<file path="config.mk">
export PLATFORM = sky130hd
export DESIGN_NAME = priv_1_12_irq_ctrl
export DESIGN_NICKNAME = d
export VERILOG_FILES = /design/src/rtl/priv_1_12_irq_pkg.sv /design/src/rtl/priv_1_12_irq_arb.sv /design/src/rtl/priv_1_12_irq_ctrl.sv
export SDC_FILE = /design/constraint.sdc
export NUM_CORES = 1
export LEC_CHECK = 0
export CAP_MARGIN = 20
export CORE_UTILIZATION = 32
export DETAILED_ROUTE_END_ITERATION = 12
export SYNTH_ARGS = -nofsm -noshare
export SYNTH_HDL_FRONTEND = slang
export SYNTH_SLANG_ARGS = --single-unit
</file>
<file path="constraint.sdc">
create_clock -name clk -period 6.1 [get_ports clk]
set_clock_uncertainty 0.2 [all_clocks]
set_input_delay 0.915 -clock clk [delete_from_list [all_inputs] [get_ports clk]]
set_output_delay 0.915 -clock clk [all_outputs]
set_load 0.05 [all_outputs]
</file>
<file path="src/rtl/priv_1_12_irq_pkg.sv">
// Shared constants and types for the machine-mode external interrupt controller.
package priv_1_12_irq_pkg;

    localparam int unsigned IRQ_ID_W   = 5;
    localparam int unsigned IRQ_ADDR_W = 6;

    // Register word indices on the MMIO register port
    localparam logic [IRQ_ADDR_W-1:0] IRQ_PENDING   = 6'd0;
    localparam logic [IRQ_ADDR_W-1:0] IRQ_ENABLE    = 6'd1;
    localparam logic [IRQ_ADDR_W-1:0] IRQ_THRESH    = 6'd2;
    localparam logic [IRQ_ADDR_W-1:0] IRQ_CLAIM     = 6'd3;
    localparam logic [IRQ_ADDR_W-1:0] IRQ_PRIO_BASE = 6'd4;

    typedef logic [IRQ_ID_W-1:0] irq_id_t;

    // Source index i is reported to software as ID i+1; ID 0 means "none"
    function automatic irq_id_t src_to_id(input int unsigned idx);
        return irq_id_t'(idx + 1);
    endfunction

endpackage

</file>
<file path="src/rtl/priv_1_12_irq_arb.sv">
// Combinational priority tree: highest priority wins, lower index wins ties.
module priv_1_12_irq_arb
    import priv_1_12_irq_pkg::*;
#(
    parameter int unsigned NUM_SRC = 8,
    parameter int unsigned PRIO_W  = 3
) (
    input  logic [NUM_SRC-1:0]             cand,
    input  logic [NUM_SRC-1:0][PRIO_W-1:0] prio,
    output irq_id_t                        win_id,
    output logic [PRIO_W-1:0]              win_prio
);

    localparam int unsigned LEVELS = (NUM_SRC > 1) ? $clog2(NUM_SRC) : 0;
    localparam int unsigned LEAVES = 1 << LEVELS;
    localparam int unsigned NODES  = 2 * LEAVES;

    // Heap-ordered tree: node n has children 2n (lower indices) and 2n+1
    logic              node_vld  [1:NODES-1];
    irq_id_t           node_id   [1:NODES-1];
    logic [PRIO_W-1:0] node_prio [1:NODES-1];

    // Fill leaves, then reduce pairwise toward the root
    always_comb begin
        for (int n = 1; n < int'(NODES); n++) begin
            node_vld[n]  = 1'b0;
            node_id[n]   = '0;
            node_prio[n] = '0;
        end
        for (int i = 0; i < int'(NUM_SRC); i++) begin
            node_vld[int'(LEAVES) + i]  = cand[i];
            node_id[int'(LEAVES) + i]   = src_to_id(i);
            node_prio[int'(LEAVES) + i] = prio[i];
        end
        for (int n = int'(LEAVES) - 1; n >= 1; n--) begin
            // Right child only wins on strictly higher priority
            if (node_vld[2*n+1] &&
                (!node_vld[2*n] || (node_prio[2*n+1] > node_prio[2*n]))) begin
                node_id[n]   = node_id[2*n+1];
                node_prio[n] = node_prio[2*n+1];
            end else begin
                node_id[n]   = node_id[2*n];
                node_prio[n] = node_prio[2*n];
            end
            node_vld[n] = node_vld[2*n] | node_vld[2*n+1];
        end
        win_id   = node_vld[1] ? node_id[1]   : '0;
        win_prio = node_vld[1] ? node_prio[1] : '0;
    end

endmodule

</file>
<file path="src/rtl/priv_1_12_irq_ctrl.sv">
// Machine-mode external interrupt controller: gateways, enables, priorities,
// threshold and claim/complete in front of the core's external interrupt input.
module priv_1_12_irq_ctrl
    import priv_1_12_irq_pkg::*;
#(
    parameter int unsigned        NUM_SRC     = 8,
    parameter int unsigned        PRIO_W      = 3,
    parameter logic [NUM_SRC-1:0] EDGE_MASK   = '0,
    parameter int unsigned        SYNC_STAGES = 2
) (
    input  logic                  clk,
    input  logic                  rst,
    input  logic [NUM_SRC-1:0]    irq_src,
    input  logic                  reg_wen,
    input  logic                  reg_ren,
    input  logic [IRQ_ADDR_W-1:0] reg_addr,
    input  logic [31:0]           reg_wdata,
    output logic [31:0]           reg_rdata,
    output logic                  irq_m,
    output logic                  irq_clear
);

    logic [NUM_SRC-1:0]             s;
    logic [NUM_SRC-1:0]             s_prev;
    logic [NUM_SRC-1:0]             pending;
    logic [NUM_SRC-1:0]             in_service;
    logic [NUM_SRC-1:0]             enable;
    logic [PRIO_W-1:0]              threshold;
    logic [NUM_SRC-1:0][PRIO_W-1:0] prio;
    irq_id_t                        best_id;
    logic [PRIO_W-1:0]              best_prio;

    logic [NUM_SRC-1:0]    set_req;
    logic [NUM_SRC-1:0]    cand;
    logic [NUM_SRC-1:0]    claim_mask;
    logic [NUM_SRC-1:0]    complete_mask;
    logic [NUM_SRC-1:0]    prio_we;
    logic                  wr;
    logic                  rd;
    logic                  claim_hit;
    logic                  prio_sel;
    logic [IRQ_ADDR_W-1:0] prio_idx;
    irq_id_t               cmp_id;
    irq_id_t               arb_id;
    logic [PRIO_W-1:0]     arb_prio;
    logic [31:0]           rdata_d;

    // best_prio is kept for debug visibility; the register port does not expose it
    logic unused_bits;
    assign unused_bits = ^{best_prio, reg_wdata};

    // Input synchroniser chain on the asynchronous sources
    generate
        if (SYNC_STAGES == 0) begin : g_nosync
            assign s = irq_src;
        end else begin : g_sync
            logic [SYNC_STAGES-1:0][NUM_SRC-1:0] sync_q;
            always_ff @(posedge clk or posedge rst) begin
                if (rst) begin
                    sync_q <= '0;
                end else begin
                    sync_q[0] <= irq_src;
                    for (int i = 1; i < int'(SYNC_STAGES); i++) begin
                        sync_q[i] <= sync_q[i-1];
                    end
                end
            end
            assign s = sync_q[SYNC_STAGES-1];
        end
    endgenerate

    // Gateway set requests: rising edge for edge sources, level otherwise
    assign set_req = (s & ~s_prev & EDGE_MASK) | (s & ~EDGE_MASK);
    assign cand    = pending & enable & ~in_service & gate_prio(prio, threshold);
    assign cmp_id  = reg_wdata[IRQ_ID_W-1:0];

    function automatic logic [NUM_SRC-1:0] gate_prio(
        input logic [NUM_SRC-1:0][PRIO_W-1:0] p,
        input logic [PRIO_W-1:0]              thr
    );
        logic [NUM_SRC-1:0] above;
        above = '0;
        for (int i = 0; i < int'(NUM_SRC); i++) begin
            above[i] = p[i] > thr;
        end
        return above;
    endfunction

    priv_1_12_irq_arb #(
        .NUM_SRC (NUM_SRC),
        .PRIO_W  (PRIO_W)
    ) u_arb (
        .cand     (cand),
        .prio     (prio),
        .win_id   (arb_id),
        .win_prio (arb_prio)
    );

    // Register-port decode: write wins over read, claim/complete masks, read mux
    always_comb begin
        wr            = reg_wen;
        rd            = reg_ren & ~reg_wen;
        claim_hit     = rd && (reg_addr == IRQ_CLAIM) && (best_id != '0);
        prio_idx      = reg_addr - IRQ_PRIO_BASE;
        prio_sel      = (reg_addr >= IRQ_PRIO_BASE) && (prio_idx < IRQ_ADDR_W'(NUM_SRC));
        claim_mask    = '0;
        complete_mask = '0;
        prio_we       = '0;
        rdata_d       = '0;
        for (int i = 0; i < int'(NUM_SRC); i++) begin
            claim_mask[i]    = claim_hit && (best_id == src_to_id(i));
            complete_mask[i] = wr && (reg_addr == IRQ_CLAIM) &&
                               (cmp_id == src_to_id(i)) && in_service[i];
            prio_we[i]       = wr && prio_sel && (prio_idx == IRQ_ADDR_W'(i));
        end
        if (rd) begin
            case (reg_addr)
                IRQ_PENDING: rdata_d = 32'(pending);
                IRQ_ENABLE:  rdata_d = 32'(enable);
                IRQ_THRESH:  rdata_d = 32'(threshold);
                IRQ_CLAIM:   rdata_d = 32'(best_id);
                default: begin
                    for (int i = 0; i < int'(NUM_SRC); i++) begin
                        if (prio_sel && (prio_idx == IRQ_ADDR_W'(i))) begin
                            rdata_d = 32'(prio[i]);
                        end
                    end
                end
            endcase
        end
    end

    // Gateway/claim state, arbitration pipeline, configuration and read data
    always_ff @(posedge clk or posedge rst) begin
        if (rst) begin
            s_prev     <= '0;
            pending    <= '0;
            in_service <= '0;
            enable     <= '0;
            threshold  <= '0;
            prio       <= '0;
            best_id    <= '0;
            best_prio  <= '0;
            irq_m      <= 1'b0;
            irq_clear  <= 1'b0;
            reg_rdata  <= '0;
        end else begin
            s_prev     <= s;
            pending    <= (pending | (set_req & ~in_service)) & ~claim_mask;
            in_service <= (in_service | claim_mask) & ~complete_mask;
            best_id    <= arb_id;
            best_prio  <= arb_prio;
            irq_m      <= arb_id != '0;
            irq_clear  <= claim_hit;
            reg_rdata  <= rdata_d;
            if (wr && (reg_addr == IRQ_ENABLE)) begin
                enable <= reg_wdata[NUM_SRC-1:0];
            end
            if (wr && (reg_addr == IRQ_THRESH)) begin
                threshold <= reg_wdata[PRIO_W-1:0];
            end
            for (int i = 0; i < int'(NUM_SRC); i++) begin
                if (prio_we[i]) begin
                    prio[i] <= reg_wdata[PRIO_W-1:0];
                end
            end
        end
    end

endmodule
</file>
==> metrics.txt <==
async set-reset flop share out of synthesis=100.0%; setup TNS=0 ns; Int Pwr=1.161 mW; sw frac=33.42%; number of port buffers=35; clock share of power=33.5%; via/cell ratio=5.188; outcome=finished clean; Area growth syn-to-layout=16.29%; Clk pin slew, worst setup/hold paths=0.06 ns; vias in the first global route=slightly below 4000; final hold violation count=0; htree depth=3; Global Route Usage Sum=about 17%; crit end category=flop; area of the mapped netlist=0.005170 mm2; Die Width=roughly 130 um; Max Slew Vio Count=0; commonest non-fill, non-tap cells in the layout=dfrtp_1 (81), ha_1 (50), inv_1 (41); VDD IR max=0.1387 mV; switching power=0.5826 mW; Slew HR=between 40% and 50%; Root Buffer=clkbuf_16; actual slew at the worst max-slew pin=0.8246 ns; clk buf depth=2; Period Utilization, post-route=between 80 and 90%; Resized cells post-CTS=0; Fin Hold WS=0.1460 ns; initial antenna violation count=0; Max-Cap Viols=0; clock latency at the later pin of the worst-skew pair=0.35 ns; ratio of cells with drive above 1 in the final layout=12.59%; depth of the worst hold-timing path=0; HPWL Detailed=9.791 mm; Die ar.=between 0.015 and 0.02 mm2; Post-CTS Repair Setup Buffers=0; routability congestion estimate from global placement=0.8869; first-pass iteration count of the detailed router=5; crit-path max FO=8; most common cell after layout, fill and taps aside=dfrtp_1; CTS Buf Count=9; Max Clk Rate=188.9 MHz; minimum clock period=5.294 ns; WL final=13.17 mm; antenna cells=0; Startpoint Class=flop; Core Rows=46; synthesized area per cell=slightly above 10 um2; worst hold path type=flop to flop; Ys Warns=0; first-pass GRT wire length=approximately 21 mm; register bit count reported by yosys=81; power density cells=289.9 mW/mm2; RSZ-0062 raised after global routing=no; post-route ant nets=0; Starting Density=around 33%; core area=0.01583 mm2; post-synthesis cell count=512; depth of the most critical reg-to-reg path=18; Iteration-0 DRC Markers=235; CTS Sinks=81; Worst Path Class, Setup=flop to flop; combinational power share=29.0%; post-DR wirelength/cell=17.05 um; DR vias=4005; crit path DAT=5.32 ns; die height=129.1 um; Layout Nets=between 600 and 700; overall power=roughly 1.7 mW; count of cell types in the netlist=69; Leak=about 2.7 nW; Req. time, crit path=approximately 6 ns; TritonCTS clock tree=built; I/O Pins=84; Main synth FF type=dfrtp_1; Seq pwr share=37.5%; # setup viols final=0; gr ovfl total=0; CTS hold repair buffers=0; EDFF count, synth=0; post-synthesis sequential area ratio=39.21%; drt drc=0; largest net degree at the start of global routing=82
-- routing by layer --
layer  GRT usage [%]  up-vias  part of all wire [%]
met2           27.13      112                    46
met5               0        -                     0
met1           23.18     1986                    47
li1                -     1889                     -
met4           7.682        0                   2.1
met3           2.436       18                   4.6
-- state kept, by name (all words and copies together), names as in the netlist --
register       count
prio              24
enable             8
g_sync.sync_q      8
in_service         8
pending            8
reg_rdata          8
s                  8
best_id            4
threshold          3
irq_clear          1
irq_m              1
-- critical path: stages (launching register included) --
cell and delay (ns):
dfrtp_1 0.39, inv_1 0.30, ha_1 0.32, a311oi_1 0.34, nand2_1 0.09, o211ai_1 0.52
mux2i_1 0.33, ha_1 0.28, nor2b_1 0.13, o21ai_0 0.16, a32oi_1 0.11, o22ai_1 0.37
mux2_2 0.40, ha_1 0.30, a21o_1 0.11, a21oi_1 0.05, a31oi_1 0.18, o21a_1 0.23
mux2_2 0.36
-- stage by stage --
| stage | instance area [um2] | utilization [%] | instances | setup WS, ns |
|---|---|---|---|---|
| 2_1_floorplan | 5256 | - | 535 | 1.534 |
| 3_3_place_gp | 5669 | 35.82 | 756 | 0.9710 |
| 3_5_place_dp | 5669 | 35.82 | 756 | 0.8797 |
| 4_1_cts | 5984 | 37.81 | 771 | 0.8329 |
| 5_1_grt | 6012 | 37.98 | 772 | 0.4362 |
| 6_report | 6012 | 37.98 | 772 | 0.8063 |
-- cell type report --
cell class                 instances  area (um2)
timing repair buffer              39       400.4
inverter                          43       162.7
clock buffer                       9       225.2
clock inverter                     6       90.09
sequential                        81        2027
tap                              216       270.3
multi-input combinational        378        2836
fill                            1567        9816
-- cell families (layout without fill, tap and decap cells) --
| group | count (synthesis) | after routing | share of synthesized area [%] |
|---|---|---|---|
| simple gates | 132 | 132 | 13.48 |
| compound gates | 114 | 114 | 14.81 |
| flops | 81 | 81 | 39.21 |
| buf+inv | 76 | 97 | 7.599 |
| mux | 58 | 58 | 12.73 |
| fa+ha+maj | 50 | 50 | 12.10 |
| other cells | 1 | 24 | 0.07253 |
-- power groups by stage --
stage                     clock, mW  sequential [mW]  combinational [mW]
after floorplan                   0            0.643               0.388
after global placement            0            0.659               0.478
after detailed placement          0            0.661               0.499
after CTS                     0.598            0.653               0.504
after global routing          0.620            0.659               0.570
final                         0.584            0.653               0.506
-- cell usage after synthesis, types with 3 or more instances --
master	n	area (um2)
buf_4	24	180.2
mux4_2	3	67.56
o21ai_1	4	20.02
nand3_1	7	35.03
a31oi_1	4	25.02
nor3_1	6	30.03
nand2b_1	4	25.02
ha_1	50	625.6
o21a_1	8	60.06
nand2_1	34	127.6
inv_1	42	157.7
nor2_1	33	123.9
clkbuf_1	4	15.01
o22ai_1	3	18.77
nand4_1	3	18.77
dfrtp_1	81	2027
mux2_2	32	360.4
nor3b_1	3	22.52
o21ai_0	30	150.1
a22oi_1	3	22.52
a221oi_1	4	35.03
a21oi_1	21	105.1
nor2b_1	16	100.1
and2_1	3	18.77
a211oi_1	4	30.03
nand3b_1	3	22.52
a32oi_1	5	43.79
mux2i_1	23	230.2
a311oi_1	5	43.79
-- path summary, 6_finish.rpt --
path	start	endpoint	slack, ns
hold / removal	g_sync.sync_q[7]	s[7]	0.15
max in group asynchronous	rst	prio[9]	4.40
setup / recovery	threshold[2]	best_id[1]	0.81
min in group asynchronous	rst	g_sync.sync_q[6]	0.72
hold reg to reg	g_sync.sync_q[7]	s[7]	0.15
setup reg to reg	threshold[2]	best_id[1]	0.81
Note: power is estimated with default switching activity, not from simulation.
